### config.mk
export PLATFORM = sky130hd
export DESIGN_NAME = bus_arb4_32
export DESIGN_NICKNAME = d
export VERILOG_FILES = /design/src/rtl/bus_arb4_32_pkg.sv /design/src/rtl/bus_arb4_32_rr_pick4.sv /design/src/rtl/bus_arb4_32.sv
export SDC_FILE = /design/constraint.sdc
export NUM_CORES = 1
export LEC_CHECK = 0
export ABC_AREA = 1
export BUFFER_PORTS_ARGS = -buffer_cell sky130_fd_sc_hd__buf_2
export CAP_MARGIN = 10
export CORE_MARGIN = 4
export CORE_UTILIZATION = 43
export DETAILED_ROUTE_END_ITERATION = 10
export PLACE_DENSITY = 0.88
export SYNTH_ARGS = -nofsm -noshare
export SYNTH_HDL_FRONTEND = slang
export SYNTH_SLANG_ARGS = --single-unit
### constraint.sdc
create_clock -name clk -period 2.1 [get_ports clk]
set_input_delay 0.21 -clock clk [delete_from_list [all_inputs] [get_ports clk]]
set_output_delay 0.21 -clock clk [all_outputs]
set_load 0.01 [all_outputs]
### src/rtl/bus_arb4_32_pkg.sv
// bus_arb4_32_pkg: shared state encoding and requester count for the 4-way bus arbiter.
package bus_arb4_32_pkg;
  localparam int NREQ = 4;
  typedef enum logic {IDLE = 1'b0, BUSY = 1'b1} state_e;
endpackage

### src/rtl/bus_arb4_32_rr_pick4.sv
// rr_pick4: combinational round-robin pick, scanning ptr+1, ptr+2, ... (mod 4).
module rr_pick4
  import bus_arb4_32_pkg::*;
(
  input  logic [NREQ-1:0] req_i,
  input  logic [1:0]      ptr_i,
  output logic [1:0]      idx_o,
  output logic            any_o
);
  // Scan from farthest to nearest so the nearest requester after ptr overwrites last.
  always_comb begin
    idx_o = 2'd0;
    for (int k = NREQ; k >= 1; k--)
      if (req_i[ptr_i + 2'(k)]) idx_o = ptr_i + 2'(k);
  end
  assign any_o = |req_i;
endmodule

### src/rtl/bus_arb4_32.sv
// bus_arb4_32: round-robin arbiter sharing one 32-bit 4:1 select path,
// with per-beat valid/ready gating and release on last, cap or withdraw.
module bus_arb4_32
  import bus_arb4_32_pkg::*;
#(
  parameter int MAX_BEATS = 8,
  parameter int BW        = 8
) (
  input  logic          clk,
  input  logic          rst,
  input  logic [3:0]    req,
  input  logic [3:0]    last,
  input  logic [31:0]   I0,
  input  logic [31:0]   I1,
  input  logic [31:0]   I2,
  input  logic [31:0]   I3,
  input  logic          o_ready,
  output logic [31:0]   o,
  output logic          o_valid,
  output logic [1:0]    sel,
  output logic [3:0]    gnt,
  output logic [BW-1:0] beat_cnt
);
  state_e        state_q, state_d;
  logic [1:0]    rr_q, rr_d, sel_q, sel_d, pick;
  logic [3:0]    gnt_q, gnt_d;
  logic [BW-1:0] cnt_q, cnt_d;
  logic          any, busy, xfer, rel;
  logic [31:0]   word;
  rr_pick4 u_pick (
    .req_i (req),
    .ptr_i (rr_q),
    .idx_o (pick),
    .any_o (any)
  );
  always_ff @(posedge clk) begin
    if (rst) begin
      state_q <= IDLE;
      rr_q    <= 2'd3;
      sel_q   <= 2'd0;
      gnt_q   <= 4'd0;
      cnt_q   <= '0;
    end else begin
      state_q <= state_d;
      rr_q    <= rr_d;
      sel_q   <= sel_d;
      gnt_q   <= gnt_d;
      cnt_q   <= cnt_d;
    end
  end
  assign busy = state_q == BUSY;
  assign xfer = o_valid && o_ready;
  // Withdraw only matters when no transfer happened, which !req[sel] already implies.
  assign rel  = busy && ((xfer && (last[sel_q] || cnt_q == BW'(MAX_BEATS - 1))) || !req[sel_q]);
  always_comb begin
    state_d = state_q;
    rr_d    = rr_q;
    sel_d   = sel_q;
    gnt_d   = gnt_q;
    cnt_d   = cnt_q;
    if (!busy && any) begin
      state_d = BUSY;
      sel_d   = pick;
      gnt_d   = 4'b1 << pick;
      cnt_d   = '0;
    end else if (rel) begin
      state_d = IDLE;
      rr_d    = sel_q;
      gnt_d   = 4'd0;
      cnt_d   = '0;
    end else if (xfer) begin
      cnt_d = cnt_q + 1'b1;
    end
  end
  always_comb begin
    word    = sel_q[1] ? (sel_q[0] ? I3 : I2) : (sel_q[0] ? I1 : I0);
    o_valid = busy && req[sel_q];
    o       = o_valid ? word : 32'h0;
  end
  assign sel      = sel_q;
  assign gnt      = gnt_q;
  assign beat_cnt = cnt_q;
endmodule
# ---- Word level (Yosys, flattened, before mapping)
# Cells that the tools add are included.
# W data, S select, Z words.
dict set report word_totals {
  elab_cells 54
  register_bits 17
  input_bits 139
  out_inout_bits 47
}
dict set report classes {
  addsub 4
  eq_ne 1
  n_reduce_logical 13
  n_shift 1
  bitwise 1
  mux 24
  order_cmp 5
}
# op n
set op_table {}
lappend op_table {{$mux W32} 4}
lappend op_table {{$lt A2 B3 Y1 const B} 5}
lappend op_table {{$bmux W1 S2} 6}
lappend op_table {{$add A8 B1 Y8 const B} 1}
lappend op_table {{$eq A8 B3 Y1 const B} 1}
lappend op_table {{$mux W1} 8}
lappend op_table {{$mux W2} 4}
lappend op_table {{$mux W4} 2}
lappend op_table {{$logic_and A1 B1 Y1} 5}
lappend op_table {{$add A2 B2 Y2 const B} 2}
lappend op_table {{$reduce_or A4 Y1} 1}
lappend op_table {{$shl A1 B2 Y4 const A} 1}
lappend op_table {{$reduce_or A3 Y1} 1}
lappend op_table {{$add A2 B1 Y2 const B} 1}
lappend op_table {{$logic_not A1 Y1} 2}
lappend op_table {{$logic_or A1 B1 Y1} 2}
lappend op_table {{$reduce_and A2 Y1} 1}
lappend op_table {{$reduce_bool A2 Y1} 1}
lappend op_table {{$not A1 Y1} 1}

# ---- Longest topological paths before layout
dict set report depth {
  depth_word 9
  mapped_depth 12
  depth_no_buf 12
}

# ---- Modules after synthesis
# From an unflattened synthesis, not the netlist that was laid out.
dict set report unflattened {
  cells_unflattened 447
  area_unflattened_um2 2328.5
}
# module cells_each seq_area_each_um2 area_per_inst_um2 instances
set modules_own_cells {}
lappend modules_own_cells {bus_arb4_32 396 340.3 2062.0 1}
lappend modules_own_cells {rr_pick4 51 0.0 266.5 1}

# ---- Worst setup path after synthesis
# No wires, ideal clock.
dict set report synth_timing {
  kind {reg2out}
  start {reg sel_q[1], in the netlist sel[1]}
  end {out o[10]}
  t_arrival_ps 1340
  slack_ps 550
  t_required_ps 1890
  n_path_buf 2
  stages_incl_launch_ff 9
  path_cell_list {dfxtp_1 buf_4 inv_4 nand3_1 nand2_2 nor2_4 inv_2 buf_2 a21oi_1}
}
dict set report synth_via {
  elab_chain_cells 4
  word_cells_on_any_way 5
  classes_between {4 x mux; 1 x reduce/logical}
}
# element line
set synth_rtl {}
lappend synth_rtl {{start, declared} bus_arb4_32.sv:25} ;# logic [1:0] rr_q, rr_d, sel_q, sel_d, pick;
lappend synth_rtl {{start signal, assigned} bus_arb4_32.sv:46} ;# sel_q <= sel_d;
lappend synth_rtl {{$bmux W1 S2} bus_arb4_32.sv:77} ;# o_valid = busy && req[sel_q];
lappend synth_rtl {{$mux W1 (not written as such)} bus_arb4_32.sv:77}
lappend synth_rtl {{$logic_and A1 B1 Y1} bus_arb4_32.sv:77}
lappend synth_rtl {{via o_valid} bus_arb4_32.sv:19} ;# output logic o_valid,
lappend synth_rtl {{$mux W32} bus_arb4_32.sv:78} ;# o = o_valid ? word : 32'h0;
lappend synth_rtl {{end, declared} bus_arb4_32.sv:18} ;# output logic [31:0] o,
# The timed path passes the listed nets, and every way through them passes these cells. The select of a mux whose other input is x is not followed.

# ---- Worst setup path in the final report
dict set report layout_timing {
  start {reg sel_q[1], in the netlist sel[1]}
  end {out o[31]}
}
dict set report layout_via {
  elab_chain_cells 4
  word_cells_on_any_way 5
  classes_between {4 x mux; 1 x reduce/logical}
}
# element line
set layout_rtl {}
lappend layout_rtl {{$bmux W1 S2} bus_arb4_32.sv:77}
lappend layout_rtl {{$mux W1 (not written as such)} bus_arb4_32.sv:77}
lappend layout_rtl {{$logic_and A1 B1 Y1} bus_arb4_32.sv:77}
lappend layout_rtl {{$mux W32 *} bus_arb4_32.sv:78}
# Mark *: on every way between the ends. The rest lies on a longest branch, timed or not. The select of a mux whose other input is x is not followed.

==> qor.yml <==
detailed_routing:
  first_pass_iters: 4
  drt_iter0_markers: 226
  routed_wirelength_um: 9100
  drc_errors: 0
  via_per_inst: 5.08
  antenna_left: 0
  via_count: 3388
  wl_per_cell_um: 13.6
yosys:
  synth_top_area_share_pct: 21.6
  synth_nets: 566
  syn-cell-area_um2: 2260
  seq_area_frac_synth_pct: 15.1
  synth_cell_types: 28
  synthXorXnorAreaFrac_pct: 1.94
  synth.avg_cell_area_um2: 5.30
  yosys_warnings: 0
  synth_fa_ha_area_share_pct: 0.555
  netlist_top_cells_area: "nor2_1 (22%), dfxtp_1 (15%), o21ai_0 (15%), nand2_1 (11%), a21oi_1 (8.0%)"
  synth_top_family_by_area: "simple AND/OR/NAND/NOR gates"
  synth-seq-cells: 17
  muxShareOfSynthArea_pct: 0
  synthSimpleGateAreaFrac_pct: 45.2
  synth_compound_area_share_pct: 26.6
  netlist_instances: 426
  yosys.area.top_type: "nor2_1"
pwr:
  ir_drop_v: 0.000638
  leakage_nw: 1.80
  power.density_nw_per_um2: 672
  fin_total_pwr_mw: 2.18
cts:
  clock_sink_count: 17
  cts_tree: "done"
  cts_root_buf: "clkbuf_8"
  post_cts_buffers: 0
  cts.clk_slew.worst_paths_ns: 0.07
  cts_max_level: 1
  ctsHoldBuffers: 0
  cts_buffer_depth: 2
  numCtsBuffers: 3
  clk-insertion-delay-late_ns: 0.25
  cts_resized: 0
setup_path:
  arrival_ns: 1.71
  crit_slowest_cell: "inv_2"
  crit_fanout: 32
  cp_slowest_stage_delay_ns: 0.40
  worst_ep_required_time_ns: 1.89
  crit_chain: "inv_4 > nand3_1 > nand2_2 > nor2_4 > inv_2 > a21oi_1 > buf_2"
  crit_path_end_kind: "output pin"
  cp.depth: 7
  cp-start-kind: "flip-flop"
  critPathTopFamily: "buffers and inverters"
  critical_path_class: "flip-flop to output pin"
  rr_worst_depth: 11
  worst-path-buf-inv: 3
  startpoint: "sel[1]"
  r2r_start: "rr_q[0]"
timing:
  setup_tns_ns: 0
  relSlewSlack_pct: 62.8
  hold_ws_ns: 0.318
  min_period_over_period_pct: 91.6
  min_period_ns: 1.92
  slew_violations: 0
  finalSetupViolations: 0
  fmax_mhz: 520
  clock_skew_ns: 0.00532
  worst_pin_slew_ns: 0.557
  hold_violations: 0
  rsz0062_at_grt: "no"
place:
  io_buffers: 185
  gp_congestion: 0.907
  hpwl_um: 7130
die:
  dieArea_um2: 6470
  die_h_um: 80.4
  io_pins: 186
  fp.dieW_um: 80.4
  initial_utilization_pct: 44.2
  rows: 26
  core_area_um2: 5110
status:
  outcome: "finished, final reports clean"
global_routing:
  grt_max_degree: 46
  grt_pass1_wl_um: 13800
  antenna_found_initial: 2
  grt_pass1_vias: 3143
  gr-total-overflow: 0
  track_usage_pct: 26.2
finish:
  fillers: 512
  drive_gt1_share_pct: 37.2
  final_core_util_pct: 63.5
  nets: 737
  area_growth_pct: 43.9
hold_path:
  worstHoldStart: "rst"
  min_path_cells: 4
  hold_class: "input port to flip-flop"
flow_run:
  maxCapViolations: 0
cells in the mapped netlist, drive strengths merged:
library cell,number
a21oi,44
buf,14
clkbuf,12
dfxtp,17
ha,1
inv,28
nand2,73
nand3,23
nand4,3
nor2,132
nor3,1
nor3b,1
o21ai,70
or2,2
xnor2,1
xor2,4
registers in the layout, indices dropped and copies added (netlist names):
signal and count:
gnt 4, beat_cnt 8, busy 1, sel 2
rr_q 2
cell families after synthesis:
group,count (synthesis)
fa+ha+maj,1
buf+inv,54
xor+xnor,5
simple gates,235
flops,17
compound gates,114
path summary, 6_finish.rpt:
path,end,slack (ns)
setup / recovery,o[31],0.18
hold / removal,sel[1],0.32
setup reg to reg,gnt[2],0.49
hold reg to reg,gnt[0],0.47
worst register-to-register path, stage by stage (launching register included):
cell     delay [ns]
dfxtp_1        0.54
inv_1          0.16
nand2_1        0.09
nand2_1        0.08
nand2_1        0.12
nand2_1        0.06
inv_1          0.09
nand2_1        0.06
nand2_1        0.07
nand2_1        0.09
nand3_1        0.10
nand2_1        0.05
layout by cell type, fill, tap and decap left out, drive strengths merged:
cell,synthesis,routed
dfxtp,17,17
clkinvlp,0,1
nor2,132,132
nand4,3,3
or2,2,2
a21oi,44,44
clkbuf,12,3
xor2,4,4
buf,14,192
diode,0,1
nand3,23,23
ha,1,1
nor3b,1,1
o21ai,70,70
nor3,1,1
xnor2,1,1
inv,28,28
nand2,73,73
stage by stage:
stage	instances	setup slack (ns)	cell area, um2
after floorplan	426	0.550	2260
after global placement	662	0.471	3190
after detailed placement	662	0.451	3190
after CTS	666	0.163	3240
after global routing	667	0.0166	3250
final	667	0.176	3250
area by class of cell:
| cell class | instances | area (um2) | share of cell area [%] |
|---|---|---|---|
| diodes | 1 | 2.50 | 0.0771 |
| clock buffers | 3 | 41.3 | 1.27 |
| clock inverters | 1 | 7.51 | 0.231 |
| inverters | 28 | 110 | 3.39 |
| multi-input cells | 355 | 1680 | 51.7 |
| flip-flops and latches | 17 | 342 | 10.5 |
| well taps | 70 | 87.6 | 2.70 |
| repair buffers | 192 | 978 | 30.1 |
power by group:
group	switching [mW]	total, mW	internal, mW
Combinational	0.964	1.52	0.554
Sequential	0.0492	0.414	0.365
Clock	0.114	0.247	0.133
Total	1.13	2.18	1.05
layer usage:
layer / up-vias / GRT usage [%] / wire length, um
met5: - / 0 / 18
met4: 2 / 8.78 / 232
met3: 27 / 5.61 / 840
met2: 147 / 49.8 / 4690
met1: 1493 / 28.1 / 3320
li1: 1719 / - / -
(Power assumes the default switching activity.)
